--- src/rtl/jtopl_stereo_acc_pkg.sv ---
`default_nettype none
// ============================================================================
// Module   : jtopl_stereo_acc_pkg
// Purpose  : Shared jtopl constants and helpers: OPL slot count, accumulator
//            width derivation and a generic signed saturation function.
// Revision : 1.0 - initial stereo accumulator release
// ============================================================================
package jtopl_stereo_acc_pkg;

  // Operator slots in one OPL frame
  localparam int c_OPL_SLOTS = 18;

  // Accumulator width able to hold slots * 2 (rhythm gain) * max|op| with
  // no wrap: one extra bit per doubling of 2*slots over the operator width.
  function automatic int acc_width(input int opw, input int slots);
    return opw + $clog2(2 * slots);
  endfunction

  // Clamp a signed value into the range of a signed word of the given width.
  function automatic logic signed [63:0] sat(input logic signed [63:0] value,
                                             input int                 width);
    logic signed [63:0] v_max;
    logic signed [63:0] v_min;
    v_max = (64'sd1 <<< (width - 1)) - 64'sd1;
    v_min = -(64'sd1 <<< (width - 1));
    if (value > v_max) begin
      return v_max;
    end else if (value < v_min) begin
      return v_min;
    end else begin
      return value;
    end
  endfunction

endpackage
`default_nettype wire

--- src/rtl/jtopl_stereo_acc_if.sv ---
`default_nettype none
// ============================================================================
// Module   : jtopl_stereo_acc_if
// Purpose  : Slot input bus from the operator stage and stereo sample bus
//            towards the sound output, bundled for the stereo accumulator.
// Revision : 1.0 - initial stereo accumulator release
// ============================================================================
interface jtopl_stereo_acc_if #(
  parameter int OPW  = 14,
  parameter int OUTW = 16
);

  // Per-slot operator information
  logic                   cenop;
  logic signed [OPW-1:0]  op_result;
  logic                   zero;
  logic                   op;
  logic                   con;
  logic                   pan_l;
  logic                   pan_r;
  logic                   rhy;

  // Latched stereo sample and status
  logic signed [OUTW-1:0] snd_l;
  logic signed [OUTW-1:0] snd_r;
  logic                   sample_vld;
  logic                   clip;
  logic                   frame_err;

  // Operator-stage side
  modport master (
    output cenop, op_result, zero, op, con, pan_l, pan_r, rhy,
    input  snd_l, snd_r, sample_vld, clip, frame_err
  );

  // Accumulator side
  modport slave (
    input  cenop, op_result, zero, op, con, pan_l, pan_r, rhy,
    output snd_l, snd_r, sample_vld, clip, frame_err
  );

endinterface
`default_nettype wire

--- src/rtl/jtopl_sat_latch.sv ---
`default_nettype none
// ============================================================================
// Module   : jtopl_sat_latch
// Purpose  : One channel of the stereo accumulator. Sums slot terms over a
//            frame and, on the frame boundary, latches the saturated sum while
//            restarting the accumulator with the boundary slot's own term.
// Revision : 1.0 - initial stereo accumulator release
// ============================================================================
module jtopl_sat_latch
  import jtopl_stereo_acc_pkg::*;
#(
  parameter int ACCW = 20,
  parameter int OUTW = 16
) (
  input  wire logic                   clk,
  input  wire logic                   rst,       // asynchronous, active-low
  input  wire logic                   en,        // slot advance (cenop)
  input  wire logic                   load,      // frame boundary (cenop & zero)
  input  wire logic signed [ACCW-1:0] term,
  output      logic signed [OUTW-1:0] snd,
  output      logic                   overflow   // current sum exceeds OUTW range
);

  logic signed [ACCW-1:0] r_acc;
  logic signed [OUTW-1:0] r_snd;
  logic signed [63:0]     w_sat;

  assign w_sat    = sat(64'(r_acc), OUTW);
  assign overflow = (w_sat != 64'(r_acc));
  assign snd      = r_snd;

  // Accumulate per slot; on the boundary slot latch the clamped frame sum
  always_ff @(posedge clk or negedge rst) begin
    if (!rst) begin
      r_acc <= '0;
      r_snd <= '0;
    end else if (load) begin
      r_snd <= OUTW'(w_sat);
      r_acc <= term;
    end else if (en) begin
      r_acc <= r_acc + term;
    end
  end

endmodule
`default_nettype wire

--- src/rtl/jtopl_stereo_acc.sv ---
`default_nettype none
// ============================================================================
// Module   : jtopl_stereo_acc
// Purpose  : Stereo OPL output accumulator. Masks modulator slots, applies
//            rhythm gain and panning, sums a frame per side, and latches
//            saturated samples with valid strobe, clip and frame-length flags.
// Revision : 1.0 - initial stereo accumulator release
// ============================================================================
module jtopl_stereo_acc
  import jtopl_stereo_acc_pkg::*;
#(
  parameter int OPW   = 14,
  parameter int OUTW  = 16,
  parameter int SLOTS = c_OPL_SLOTS,
  parameter int ACCW  = acc_width(OPW, SLOTS)
) (
  input  wire logic clk,
  input  wire logic rst,                 // asynchronous, active-low
  jtopl_stereo_acc_if.slave bus
);

  localparam int             CNTW    = $clog2(SLOTS + 1);
  localparam logic [CNTW-1:0] c_SLOTS = CNTW'(SLOTS);
  localparam logic [CNTW-1:0] c_ONE   = CNTW'(1);

  logic                   w_load;
  logic                   w_sum_en;
  logic signed [ACCW-1:0] w_op_ext;
  logic signed [ACCW-1:0] w_term;
  logic signed [ACCW-1:0] w_tl;
  logic signed [ACCW-1:0] w_tr;
  logic                   w_ovf_l;
  logic                   w_ovf_r;

  logic [CNTW-1:0]        r_cnt;
  logic                   r_first_frame;
  logic                   r_sample_vld;
  logic                   r_clip;
  logic                   r_frame_err;

  // zero only counts when the operator stage actually advances
  assign w_load   = bus.cenop & bus.zero;

  // Only carrier slots (or additive connections) reach the output
  assign w_sum_en = bus.op | bus.con;
  assign w_op_ext = {{(ACCW-OPW){bus.op_result[OPW-1]}}, bus.op_result};
  assign w_term   = w_sum_en ? (bus.rhy ? (w_op_ext <<< 1) : w_op_ext) : '0;
  assign w_tl     = bus.pan_l ? w_term : '0;
  assign w_tr     = bus.pan_r ? w_term : '0;

  jtopl_sat_latch #(
    .ACCW (ACCW),
    .OUTW (OUTW)
  ) u_left (
    .clk      (clk),
    .rst      (rst),
    .en       (bus.cenop),
    .load     (w_load),
    .term     (w_tl),
    .snd      (bus.snd_l),
    .overflow (w_ovf_l)
  );

  jtopl_sat_latch #(
    .ACCW (ACCW),
    .OUTW (OUTW)
  ) u_right (
    .clk      (clk),
    .rst      (rst),
    .en       (bus.cenop),
    .load     (w_load),
    .term     (w_tr),
    .snd      (bus.snd_r),
    .overflow (w_ovf_r)
  );

  // Slot counter, frame-length check and clip flag, all gated by cenop
  always_ff @(posedge clk or negedge rst) begin
    if (!rst) begin
      r_cnt         <= '0;
      r_first_frame <= 1'b1;
      r_clip        <= 1'b0;
      r_frame_err   <= 1'b0;
    end else if (w_load) begin
      // The first boundary after reset closes no real frame, so skip the check
      if (!r_first_frame && (r_cnt != c_SLOTS)) begin
        r_frame_err <= 1'b1;
      end
      r_first_frame <= 1'b0;
      r_cnt         <= c_ONE;
      r_clip        <= w_ovf_l | w_ovf_r;
    end else if (bus.cenop) begin
      if (r_cnt != c_SLOTS) begin
        r_cnt <= r_cnt + c_ONE;
      end
    end
  end

  // Sample-valid strobe lasts exactly one clock after each latch
  always_ff @(posedge clk or negedge rst) begin
    if (!rst) begin
      r_sample_vld <= 1'b0;
    end else begin
      r_sample_vld <= w_load;
    end
  end

  assign bus.sample_vld = r_sample_vld;
  assign bus.clip       = r_clip;
  assign bus.frame_err  = r_frame_err;

endmodule
`default_nettype wire

--- src/flat_wrapper.sv ---
// flat-port wrapper written by rule: the top's interface ports become plain ports
module jtopl_stereo_acc_flat import jtopl_stereo_acc_pkg::*;
#(
  parameter int OPW   = 14,
  parameter int OUTW  = 16,
  parameter int SLOTS = c_OPL_SLOTS,
  parameter int ACCW  = acc_width(OPW, SLOTS)
)
  (clk, rst, bus_cenop, bus_op_result, bus_zero, bus_op, bus_con, bus_pan_l, bus_pan_r, bus_rhy, bus_snd_l, bus_snd_r, bus_sample_vld, bus_clip, bus_frame_err);
  jtopl_stereo_acc_if #(.OPW(OPW), .OUTW(OUTW)) bus_i ();
  input  wire logic clk;
  input  wire logic rst;
  input wire logic [$bits(bus_i.cenop)-1:0] bus_cenop;
  input wire logic [$bits(bus_i.op_result)-1:0] bus_op_result;
  input wire logic [$bits(bus_i.zero)-1:0] bus_zero;
  input wire logic [$bits(bus_i.op)-1:0] bus_op;
  input wire logic [$bits(bus_i.con)-1:0] bus_con;
  input wire logic [$bits(bus_i.pan_l)-1:0] bus_pan_l;
  input wire logic [$bits(bus_i.pan_r)-1:0] bus_pan_r;
  input wire logic [$bits(bus_i.rhy)-1:0] bus_rhy;
  output wire logic [$bits(bus_i.snd_l)-1:0] bus_snd_l;
  output wire logic [$bits(bus_i.snd_r)-1:0] bus_snd_r;
  output wire logic [$bits(bus_i.sample_vld)-1:0] bus_sample_vld;
  output wire logic [$bits(bus_i.clip)-1:0] bus_clip;
  output wire logic [$bits(bus_i.frame_err)-1:0] bus_frame_err;
  assign bus_i.cenop = bus_cenop;
  assign bus_i.op_result = bus_op_result;
  assign bus_i.zero = bus_zero;
  assign bus_i.op = bus_op;
  assign bus_i.con = bus_con;
  assign bus_i.pan_l = bus_pan_l;
  assign bus_i.pan_r = bus_pan_r;
  assign bus_i.rhy = bus_rhy;
  assign bus_snd_l = bus_i.snd_l;
  assign bus_snd_r = bus_i.snd_r;
  assign bus_sample_vld = bus_i.sample_vld;
  assign bus_clip = bus_i.clip;
  assign bus_frame_err = bus_i.frame_err;
  jtopl_stereo_acc #(.OPW(OPW), .OUTW(OUTW), .SLOTS(SLOTS), .ACCW(ACCW)) u_core (.clk(clk), .rst(rst), .bus(bus_i));
endmodule
--- config.mk ---
export PLATFORM = sky130hd
export DESIGN_NAME = jtopl_stereo_acc_flat
export DESIGN_NICKNAME = d
export VERILOG_FILES = /design/src/rtl/jtopl_stereo_acc_pkg.sv /design/src/rtl/jtopl_stereo_acc_if.sv /design/src/rtl/jtopl_sat_latch.sv /design/src/rtl/jtopl_stereo_acc.sv /design/src/flat_wrapper.sv
export SDC_FILE = /design/constraint.sdc
export NUM_CORES = 1
export LEC_CHECK = 0
export BUFFER_PORTS_ARGS = -buffer_cell sky130_fd_sc_hd__buf_4
export CAP_MARGIN = 20
export CORE_AREA = 3 3 161 100
export CTS_BUF_LIST = sky130_fd_sc_hd__clkbuf_8
export CTS_CLUSTER_SIZE = 10
export DETAILED_ROUTE_END_ITERATION = 12
export DIE_AREA = 0 0 164 103
export SLEW_MARGIN = 20
export SYNTH_ARGS = -nofsm -noshare
export SYNTH_HDL_FRONTEND = slang
export SYNTH_SLANG_ARGS = --single-unit
--- constraint.sdc ---
create_clock -name clk -period 2.4 [get_ports clk]
set_input_delay 0.24 -clock clk [delete_from_list [all_inputs] [get_ports clk]]
set_output_delay 0.24 -clock clk [all_outputs]
set_load 0.1 [all_outputs]
==> impl_metrics.json <==
{
  "status": "complete, no violations",
  "grt_usage": 0.220,
  "synthToLayoutAreaGrowth_pct": 33.2,
  "power.switching_uw": 3550,
  "die_area_sq_um": 16900,
  "peakVddDrop_mv": 0.606,
  "required_ps": 2690,
  "period_needed_ps": 2360,
  "io_pins": 58,
  "finalClockSkew_ps": 18.6,
  "drive_gt1_frac": 0.302,
  "min_path_type": "in2reg",
  "layout_commonest_cell": "buf_4",
  "ant_nets": 0,
  "worstSetupStartpointType": "input pin",
  "pwr-share-comb": 0.565,
  "synth_edf_count": 0,
  "die_x_microns": 164,
  "crit_type": "in2reg",
  "syn_avg_cell_area_sq_um": 8.65,
  "final_max_slew_viol_count": 0,
  "dpl.hpwl_microns": 14300,
  "swShare": 0.499,
  "final_core_util": 0.538,
  "worst_pin_slew_ps": 804,
  "grt.overflow.total": 0,
  "start_util": 0.404,
  "dpl_cell_area_sq_um": 7540,
  "vias_per_cell": 5.57,
  "yosysUniqueCellTypes": 68,
  "grt_pass1_vias": 5777,
  "wl_microns": 18300,
  "worstSkewPairLatency_ps": 380,
  "io_buffer_count": 57,
  "cts_sinks": 81,
  "dr_total_vias": 5881,
  "rsz0062_at_grt": "yes",
  "synth_ff_type": "dfrtp_1",
  "antenna_found_initial": 2,
  "max_cap_viol_count": 0,
  "p_clk_frac": 0.156,
  "grt_pass1_wl_microns": 29300,
  "numCtsBuffers": 9,
  "synth_nets": 748,
  "p_int_uw": 3570,
  "grt_max_degree": 37,
  "num_rows": 34,
  "crit_path_max_fanout": 4,
  "pwr-share-seq": 0.279,
  "layout_common_cells": "190 x buf_4, 80 x dfrtp_1, 70 x nor2_1",
  "hold_slack_ps": 108,
  "antennaDiodeCount": 0,
  "cts_tree": "built",
  "die_y_microns": 103,
  "wl_per_cell_microns": 17.4,
  "power.density_nw_per_um2": 907,
  "endpoint_kind": "flop",
  "core_area_sq_um": 14600,
  "slew_headroom": 0.460,
  "drt-pass1-iter-count": 5,
  "hold_viol_final": 0,
  "yosys_warnings": 0,
  "clk_pin_slew_ps": 90,
  "synth.ff_latch_count": 81,
  "async_reset_ff_frac": 1.00,
  "syn_area_sq_um": 5890,
  "tns_ps": 0,
  "htreeDepth": 3,
  "timing.fmax_mhz": 424,
  "syn-instance-count": 681,
  "finalNetCount": 920,
  "fill_cells": 1327,
  "cts_root_buf": "clkbuf_8",
  "drc": 0,
  "timing.final.crit_share": 0.982,
  "drt_iter0_markers": 457,
  "gp_congestion": 0.961,
  "clk_path_buf_depth": 2,
  "fin_area_sq_um": 7840,
  "worstPathArrival_ps": 2650,
  "setup_violations": 0,
  "seq_area_frac_synth": 0.344,
  "p_leak_uw": 0.00368
}
## registers in the layout (all words and copies together) (netlist names)
signal,cells
u_core.bus.clip,1
u_core.bus.frame_err,1
u_core.bus.sample_vld,1
u_core.r_cnt,5
u_core.r_first_frame,1
u_core.u_left.r_acc,20
u_core.u_left.snd,16
u_core.u_right.r_acc,20
u_core.u_right.snd,16
## power groups by stage
stage | clock network [uW] | logic [uW] | registers [uW]
after global routing | 1190 | 4300 | 2030
after CTS | 1130 | 3980 | 1990
after detailed placement | 0 | 3960 | 2010
after global placement | 0 | 3900 | 1990
after floorplan | 0 | 1450 | 3270
final | 1110 | 4020 | 1990
## synthesized netlist by cell type (10+ instances only)
cell / count / area share
a21o_1: 14 / 0.018
a21oi_1: 66 / 0.056
and2_1: 11 / 0.012
clkbuf_1: 29 / 0.018
dfrtp_1: 80 / 0.34
ha_1: 42 / 0.089
inv_1: 19 / 0.012
mux2i_1: 27 / 0.046
nand2_1: 52 / 0.033
nor2_1: 75 / 0.048
nor2b_1: 16 / 0.017
nor4_1: 10 / 0.011
o21ai_0: 62 / 0.053
o22a_1: 15 / 0.022
xnor2_1: 15 / 0.022
xor2_1: 11 / 0.016
## cell type report
type                       instances  area, sq um  area share
clock buffer                       9          124      0.0158
multi-input combinational        546         3780       0.482
inverter                          20         75.1     0.00957
timing repair buffer             195         1500       0.192
tap                              198          248      0.0316
clock inverter                     7         83.8      0.0107
sequential                        81         2030       0.259
## final timing paths
check / start / endpoint / slack, ps / depth (start not counted)
max: bus_con / u_core.u_left.r_acc[16]$_DFFE_PN0P_ / 40 / 12
min: bus_zero / u_core.r_cnt[1]$_DFFE_PN0P_ / 110 / 2
max reg2reg: u_core.u_left.r_acc[10]$_DFFE_PN0P_ / u_core.u_left.r_acc[16]$_DFFE_PN0P_ / 60 / 8
min reg2reg: u_core.u_right.snd[15]$_DFFE_PN0P_ / u_core.u_right.snd[15]$_DFFE_PN0P_ / 490 / 2
max in group asynchronous: rst / u_core.u_left.r_acc[12]$_DFFE_PN0P_ / 1370 / 3
min in group asynchronous: rst / u_core.u_left.snd[4]$_DFFE_PN0P_ / 370 / 2
## layer usage
layer  global-route usage  wire length [microns]  vias to the layer above
li1                     -                      -                     2842
met1                0.318                   9060                     2830
met2                0.346                   7980                      189
met3               0.0385                   1110                       20
met4               0.0481                    199                        0
met5                    0                      0                        -
## critical path: stages
cell and delay, ps:
buf_4 130, nor2_1 210, nor2_1 110, and2_1 180, ha_1 330, a21oi_2 170, nand2_1 130, a21o_1 240
a2111oi_2 330, a2bb2oi_2 220, mux2i_1 220, o2bb2ai_1 130
## stage by stage
stage	worst slack [ps]	std cells	power (uW)
after floorplan	-107	681	4720
after global placement	-337	1038	5890
after detailed placement	-426	1038	5980
after CTS	19.5	1055	7100
after global routing	-53.8	1056	7520
final	43.5	1056	7120
## cells by family (layout without fill, tap and decap cells)
| kind of cell | count (synthesis) | in the layout | share of synthesized area |
|---|---|---|---|
| and+or+nand+nor | 209 | 209 | 0.169 |
| adders and majority gates | 44 | 44 | 0.0960 |
| xor gates and xnor gates | 26 | 26 | 0.0387 |
| AOI/OAI and AO/OA | 238 | 238 | 0.266 |
| DFF | 81 | 81 | 0.344 |
| buffers and inverters | 54 | 231 | 0.0365 |
| muxes | 29 | 29 | 0.0497 |
## timing repair
item | CTS | global route
pin swaps | 0 | 8
endpoints found under the hold margin | 31 | 0
hold buffers | 1 | 0
cloned | 0 | 0
endpoints found under the setup margin | 3 | 19
buffers inserted | 0 | 1
resized for setup | 5 | 21
(Power assumes the default switching activity.)
